## src/rtl/ntt_pkg.sv

```systemverilog
// Shared parameters, types and Barrett constant helpers for the NTT datapath.
package ntt_pkg;

    localparam int unsigned NTT_DATA_W = 32;
    localparam int unsigned NTT_Q      = 12289;

    typedef logic [NTT_DATA_W-1:0] coeff_t;

    typedef enum logic {
        BF_CT = 1'b0,
        BF_GS = 1'b1
    } bfly_mode_e;

    // K = ceil(log2 q)
    function automatic int unsigned ntt_k(input int unsigned q);
        int unsigned k;
        k = 0;
        while ((64'd1 << k) < 64'(q)) begin
            k = k + 1;
        end
        return k;
    endfunction

    // MU = floor(2^(2K) / q)
    function automatic int unsigned ntt_mu(input int unsigned q);
        longint unsigned num;
        num = 64'd1 << (2 * ntt_k(q));
        return 32'(num / 64'(q));
    endfunction

endpackage

```

## src/rtl/barrett_reduce.sv

```systemverilog
// Two-stage Barrett reduction of a double-width product into [0,Q).
module barrett_reduce
    import ntt_pkg::*;
#(
    parameter int unsigned DATA_W = NTT_DATA_W,
    parameter int unsigned Q      = NTT_Q
) (
    input  logic                clk,
    input  logic                rst,
    input  logic                en,
    input  logic [2*DATA_W-1:0] m,
    output logic [DATA_W-1:0]   red
);

    localparam int unsigned K    = ntt_k(Q);
    localparam int unsigned MU   = ntt_mu(Q);
    localparam int unsigned MW   = 2 * DATA_W;
    localparam int unsigned RW   = DATA_W + 1;
    localparam logic [MW-1:0] Q_M  = MW'(Q);
    localparam logic [MW-1:0] MU_M = MW'(MU);
    localparam logic [RW-1:0] Q_R  = RW'(Q);

    logic [MW-1:0] est_c;
    logic [MW-1:0] qh_c;
    logic [RW-1:0] r_q;
    logic [RW-1:0] r1_c;
    logic [RW-1:0] r2_c;

    // Quotient estimate leaves r below 3Q, so two conditional subtracts finish it
    always_comb begin
        est_c = (m >> (K - 1)) * MU_M;
        qh_c  = est_c >> (K + 1);
        r1_c  = (r_q >= Q_R) ? r_q - Q_R : r_q;
        r2_c  = (r1_c >= Q_R) ? r1_c - Q_R : r1_c;
    end

    always_ff @(posedge clk or posedge rst) begin
        if (rst) begin
            r_q <= '0;
            red <= '0;
        end else if (en) begin
            r_q <= RW'(m - qh_c * Q_M);
            red <= DATA_W'(r2_c);
        end
    end

endmodule

```

## src/rtl/ntt_butterfly.sv

```systemverilog
// Pipelined CT/GS modular butterfly, fixed 4-cycle latency, whole-pipe stall.
module ntt_butterfly
    import ntt_pkg::*;
#(
    parameter int unsigned DATA_W = NTT_DATA_W,
    parameter int unsigned Q      = NTT_Q
) (
    input  logic              clk,
    input  logic              rst,
    input  logic              in_valid,
    output logic              in_ready,
    input  logic              mode,
    input  logic [DATA_W-1:0] a,
    input  logic [DATA_W-1:0] b,
    input  logic [DATA_W-1:0] w,
    output logic              out_valid,
    input  logic              out_ready,
    output logic [DATA_W-1:0] y0,
    output logic [DATA_W-1:0] y1
);

    localparam int unsigned MW = 2 * DATA_W;
    localparam int unsigned SW = DATA_W + 1;
    localparam logic [SW-1:0] Q_S = SW'(Q);

    logic              en;
    logic              s1_v, s2_v, s3_v, s4_v;
    bfly_mode_e        s1_mode, s2_mode, s3_mode, s4_mode;
    logic [DATA_W-1:0] s1_x0, s1_x1, s1_w;
    logic [DATA_W-1:0] s2_x0, s3_x0, s4_x0;
    logic [MW-1:0]     s2_m;
    logic [DATA_W-1:0] red;

    logic [SW-1:0]     pre_sum_c, pre_dif_c, post_sum_c, post_dif_c;
    logic [DATA_W-1:0] x0_c, x1_c, y0_c, y1_c;

    assign en       = !out_valid || out_ready;
    assign in_ready = en;

    // GS pre-add/subtract; CT passes operands straight through
    always_comb begin
        pre_sum_c = SW'(a) + SW'(b);
        if (pre_sum_c >= Q_S) begin
            pre_sum_c = pre_sum_c - Q_S;
        end
        pre_dif_c = (a >= b) ? SW'(a) - SW'(b) : SW'(a) + Q_S - SW'(b);
        x0_c      = mode ? DATA_W'(pre_sum_c) : a;
        x1_c      = mode ? DATA_W'(pre_dif_c) : b;
    end

    // CT post-add/subtract of the reduced product; GS result is already final
    always_comb begin
        post_sum_c = SW'(s4_x0) + SW'(red);
        if (post_sum_c >= Q_S) begin
            post_sum_c = post_sum_c - Q_S;
        end
        post_dif_c = (s4_x0 >= red) ? SW'(s4_x0) - SW'(red)
                                    : SW'(s4_x0) + Q_S - SW'(red);
        y0_c = (s4_mode == BF_GS) ? s4_x0 : DATA_W'(post_sum_c);
        y1_c = (s4_mode == BF_GS) ? red   : DATA_W'(post_dif_c);
    end

    always_ff @(posedge clk or posedge rst) begin
        if (rst) begin
            s1_v      <= 1'b0;
            s2_v      <= 1'b0;
            s3_v      <= 1'b0;
            s4_v      <= 1'b0;
            out_valid <= 1'b0;
            s1_mode   <= BF_CT;
            s2_mode   <= BF_CT;
            s3_mode   <= BF_CT;
            s4_mode   <= BF_CT;
            s1_x0     <= '0;
            s1_x1     <= '0;
            s1_w      <= '0;
            s2_x0     <= '0;
            s3_x0     <= '0;
            s4_x0     <= '0;
            s2_m      <= '0;
            y0        <= '0;
            y1        <= '0;
        end else if (en) begin
            s1_v      <= in_valid;
            s1_mode   <= bfly_mode_e'(mode);
            s1_x0     <= x0_c;
            s1_x1     <= x1_c;
            s1_w      <= w;
            s2_v      <= s1_v;
            s2_mode   <= s1_mode;
            s2_x0     <= s1_x0;
            s2_m      <= MW'(s1_x1) * MW'(s1_w);
            s3_v      <= s2_v;
            s3_mode   <= s2_mode;
            s3_x0     <= s2_x0;
            s4_v      <= s3_v;
            s4_mode   <= s3_mode;
            s4_x0     <= s3_x0;
            out_valid <= s4_v;
            y0        <= y0_c;
            y1        <= y1_c;
        end
    end

    barrett_reduce #(
        .DATA_W (DATA_W),
        .Q      (Q)
    ) u_barrett (
        .clk (clk),
        .rst (rst),
        .en  (en),
        .m   (s2_m),
        .red (red)
    );

endmodule

```

## config.mk

```make
export PLATFORM = sky130hd
export DESIGN_NAME = ntt_butterfly
export DESIGN_NICKNAME = d
export VERILOG_FILES = /design/src/rtl/ntt_pkg.sv /design/src/rtl/barrett_reduce.sv /design/src/rtl/ntt_butterfly.sv
export SDC_FILE = /design/constraint.sdc
export NUM_CORES = 2
export LEC_CHECK = 0
export CORE_MARGIN = 3
export CORE_UTILIZATION = 55
export DETAILED_ROUTE_END_ITERATION = 8
export PLACE_DENSITY = 0.74
export SYNTH_ARGS = -nofsm -noshare
export SYNTH_HDL_FRONTEND = slang
export SYNTH_SLANG_ARGS = --single-unit
```

## constraint.sdc

```tcl
create_clock -name clk -period 12.1 [get_ports clk]
set_input_delay 1.21 -clock clk [delete_from_list [all_inputs] [get_ports clk]]
set_output_delay 1.21 -clock clk [all_outputs]
set_load 0.02 [all_outputs]
```

# After elaboration in Yosys (flattened, before gate mapping)
# Index checks and enable logic that the tools add are counted.
dict set report totals {
  out_inout_bits 66
  n_memories 0
  ff_bits 394
  latchBits 0
  ramBits 0
  romBits 0
  in_bits 101
}
dict set report classes {
  n_eq_ne 0
  bitwise_logic 0
  muxes 10
  div_mod_pow 0
  order_cmp 6
  multipliers 3
  n_addsub 13
  n_shift 0
  reduce_logical 2
}
# operator n
set ops {}
lappend ops {{$mux W32} 9}
lappend ops {{$ge A33 B14 Y1 const B} 4}
lappend ops {{$sub A32 B32 Y32} 4}
lappend ops {{$sub A32 B14 Y32 const B} 3}
lappend ops {{$add A32 B32 Y33} 2}
lappend ops {{$add A32 B14 Y32 const B} 2}
lappend ops {{$ge A32 B32 Y1} 2}
lappend ops {{$mul A32 B32 Y64} 1}
lappend ops {{$mul A51 B15 Y64 const B} 1}
lappend ops {{$mul A49 B14 Y33 const B} 1}
lappend ops {{$mux W33} 1}
lappend ops {{$sub A33 B14 Y33 const B} 1}
lappend ops {{$sub A33 B33 Y33} 1}
lappend ops {{$logic_not A1 Y1} 1}
lappend ops {{$logic_or A1 B1 Y1} 1}

# Depth between registers and ports, before layout
dict set report depth {
  ltp_word 4
  depth_mapped 44
}

# Modules after synthesis
# A second synthesis with hierarchy kept.
dict set report unflattened {
  cells_unflattened 9077
  hier_area_um2 78656.7
}
# module area_each_um2 n_inst cells_per_inst
set modules_own_cells {}
lappend modules_own_cells {ntt_butterfly 59808.6 1 7036}
lappend modules_own_cells {barrett_reduce 18848.1 1 2041}

# Worst setup path after synthesis
# Ideal clock, no wire load.
dict set report synth_timing {
  path_kind {reg-to-reg}
  startpoint {register s2_m[14]}
  endpoint {register u_barrett.r_q[32]}
  slack_ns 2.874
  path_stages_with_launch 40
  period_less_slack_ns 9.226
  arrival_time_ns 9.093
  path_cell_list {dfrtp_1 > ha_1 > inv_1 > fa_1 > fa_1 > inv_1 > fa_1 > fa_1 > inv_1 > fa_1 > inv_1 > ha_1 > nand2_1 > nor2_1 > o21ai_0 > a31oi_1 > a21oi_1 > o31ai_1 > [... 4 more ...] > ha_1 > ha_1 > ha_1 > inv_1 > fa_1 > inv_1 > ha_1 > inv_1 > fa_1 > ha_1 > a21o_1 > a21o_1 > a21oi_1 > nand3_1 > a31oi_1 > xnor3_1 > xnor2_1 > o21ai_0}
}
dict set report synth_via {
  elab_chain_cells 3
}
# element line
set synth_lines {}
lappend synth_lines {{from (decl)} ntt_butterfly.sv:31} ;# logic [MW-1:0] s2_m;
lappend synth_lines {{from (signal assigned)} ntt_butterfly.sv:92} ;# s2_m <= MW'(s1_x1) * MW'(s1_w);
lappend synth_lines {{$mul A51 B15 Y64} barrett_reduce.sv:31} ;# est_c = (m >> (K - 1)) * MU_M;
lappend synth_lines {{$mul A49 B14 Y33} barrett_reduce.sv:42} ;# r_q <= RW'(m - qh_c * Q_M);
lappend synth_lines {{$sub A33 B33 Y33 *} barrett_reduce.sv:42}
lappend synth_lines {{to (signal assigned)} barrett_reduce.sv:42}
lappend synth_lines {{to (decl)} barrett_reduce.sv:25} ;# logic [RW-1:0] r_q;
# Every way passes the cells marked *; elsewhere a longest branch is shown, timed or not.
# A chain may end at the register's enable or synchronous reset.

# Worst setup path after layout
dict set report layout_timing {
  startpoint {register s2_m[14]}
  endpoint {register u_barrett.r_q[29]}
}
# The elaborated chain is that of the path after synthesis.

==> flow_metrics.tcl <==
set metrics [dict create \
    outcome "finished clean" \
    rows 135 \
    synth_edf_count 0 \
    wl_mm 226 \
    r2r_start "s2_m[14]" \
    placed_area_sq_um 79200 \
    dp_hpwl_mm 177 \
    clk_pin_slew_worst_paths_ns 0.06 \
    die_area_sq_um 143000 \
    tritoncts "yes" \
    gr-total-overflow 0 \
    hold_class "register to register" \
    hold_start "s2_x0[10]" \
    ant_nets 0 \
    grt_use_met3_pct 6.00 \
    core_sq_um 136000 \
    rsz0062_at_grt "false" \
    nFillCells 12133 \
    critPathMaxStageDelay_ns 0.62 \
    via_count 61368 \
    grt_pass1_vias 63883 \
    grt_use_total_pct 32.3 \
    largest_register_ffs 61 \
    grtUsageMet1_pct 40.1 \
    yosysSeqAreaShare_pct 12.9 \
    cts_root_buffer "clkbuf_16" \
    ys_types 105 \
    io_pins 167 \
    post_cts_buffers 0 \
    crit_path_start "s2_m[14]" \
    layout.nets 10967 \
    tightestPinTransition_ns 1.21 \
    hold_depth 2 \
    multi_input_area_sq_um 57900 \
    slew_viol_final 0 \
    grt_pass1_wl_mm 359 \
    start_util_pct 55.8 \
    grt.met2_usage_pct 53.9 \
    yosysMostFrequentCell "inv_1" \
    worstPathRequired_ns 12.58 \
    netlist_instances 8928 \
    setup_violations 0 \
    numCtsBuffers 50 \
    port_buffers 166 \
    drive_above_1_share_pct 3.02 \
    cts-resized-gates 0 \
    seq_area_sq_um 9820 \
    drv_cap 0 \
    antenna_found_initial 19 \
    area_delta_synth_final_pct 6.38 \
    stdcell_area_sq_um 81000 \
    htree_levels 2 \
    max_freq_mhz 93.4 \
    grt_start_max_net_pins 156 \
    hold_slack_ns 0.460 \
    busiest_layer "met2" \
    fin_crit_sh_pct 88.5 \
    dieWidth_microns 378 \
    yosysTopAreaCell "fa_1" \
    cts_hold_buf 0 \
    cp_data_arrival_time_ns 11.18 \
    min_period_ns 10.70 \
    dr.first_iter.drc_count 4638 \
    crit_fanout 9 \
    relSlewSlack_pct 18.4 \
    synth_seq_cells 391 \
    end_kind "register" \
    fin_skew_ns 0.0481 \
    crit_type "register to register" \
    wl_per_cell_microns 21.2 \
    reg2reg_depth 38 \
    synth_warnings 0 \
    finish.utilization_pct 59.3 \
    async_reset_ff_share_pct 100 \
    syn-num-nets 11066 \
    clk_path_buf_depth 3 \
    insertion_delay_ns 0.66 \
    clock_sinks 391 \
    worstSetupStartpointType "register" \
    synthTopCellsByCount "1845 x inv_1, 1437 x nand2_1, 1210 x fa_1" \
    tns_ns 0 \
    biggestRegsByFlops "s2_m (61), u_barrett.r_q (33)" \
    synth_top_area_share_pct 31.8 \
    drtPass1Iterations 6 \
    gp_congestion 1.00 \
    die_y_microns 378 \
    finalHoldViolCount 0 \
    regMostFlops "s2_m" \
    synthTopCellsByArea "fa_1 32%, ha_1 14%, dfrtp_1 13%, inv_1 9.1%, nand2_1 7.1%" \
    cp_slowest_cell "a2111oi_0" \
    synthFlopType "dfrtp_1" \
    syn_avg_cell_area_sq_um 8.53 \
    drc_errors 0 \
    vias_per_cell 5.75 \
    synth_area_sq_um 76100 \
]
final cells by class:
class                   instances  area share [%]
repair buffers                241            2.77
flip-flops and latches        391            12.1
clock buffers                  66            1.73
diodes                         18          0.0556
well taps                    1781            2.75
clock inverters                28           0.474
multi-input cells            6295            71.5
inverters                    1850            8.59
placed cells by master (no fill, tap or decap), types with 32 or more instances in the layout:
cell | netlist | routed
nor3_1 | 103 | 103
nand4_1 | 40 | 40
nor2b_1 | 51 | 50
xor2_1 | 120 | 120
ha_1 | 827 | 827
clkdlybuf4s50_1 | 0 | 165
o21ai_0 | 308 | 308
clkbuf_16 | 0 | 50
nand2_1 | 1437 | 1437
fa_1 | 1210 | 1210
o21bai_1 | 45 | 45
nand2b_1 | 54 | 54
dfrtp_2 | 0 | 32
and3_1 | 33 | 33
nor2_1 | 350 | 348
dfrtp_1 | 391 | 359
inv_1 | 1845 | 1843
and2_1 | 270 | 270
a211oi_1 | 59 | 59
a21oi_1 | 411 | 411
a21o_1 | 96 | 96
buf_4 | 0 | 73
xnor2_1 | 280 | 280
o211ai_1 | 33 | 33
a31oi_1 | 44 | 44
nand3_1 | 96 | 96
cell families (layout without fill, tap and decap cells):
kind of cell | Yosys count | in the layout | share of synthesized area, %
xor gates and xnor gates | 401 | 401 | 4.63
DFF | 391 | 391 | 12.9
muxes | 28 | 28 | 0.373
other | 0 | 18 | 0
buffers and inverters | 2242 | 2185 | 11.1
AOI/OAI and AO/OA | 1245 | 1245 | 10.3
adders and majority gates | 2037 | 2037 | 45.4
and+or+nand+nor | 2584 | 2584 | 15.3
metrics by stage:
step                worst slack [ns]  std cells
floorplan                     0.0207       8928
global placement                1.67      10558
detailed placement              1.51      10558
CTS                             1.42      10652
global route                   0.618      10654
finish                          1.40      10670
layer usage:
layer / wire, microns / share of wire, %
met5: 58 / 0.026
met3: 18800 / 8.3
met4: 13600 / 6.0
met1: 86100 / 38
met2: 108000 / 48
worst max-delay path: cells and delay by family (launching register included):
kind | cells | cell delay (ns)
fa+ha+maj | 12 | 4.78
simple gates | 4 | 0.36
compound gates | 15 | 4.00
xor+xnor | 2 | 0.60
flops | 1 | 0.50
buf+inv | 5 | 0.29
final timing paths:
path / to / slack [ns]
setup / recovery: u_barrett.r_q[29] / 1.40
hold / removal: s3_x0[10] / 0.46
setup reg to reg: u_barrett.r_q[29] / 1.40
hold reg to reg: s3_x0[10] / 0.46
max in group asynchronous: s1_w[21] / 8.89
min in group asynchronous: y1[4] / 1.10
Power is left out: the tool's default activity adds up to more than one toggle a clock period on the data nets, which glitch-free logic cannot reach.
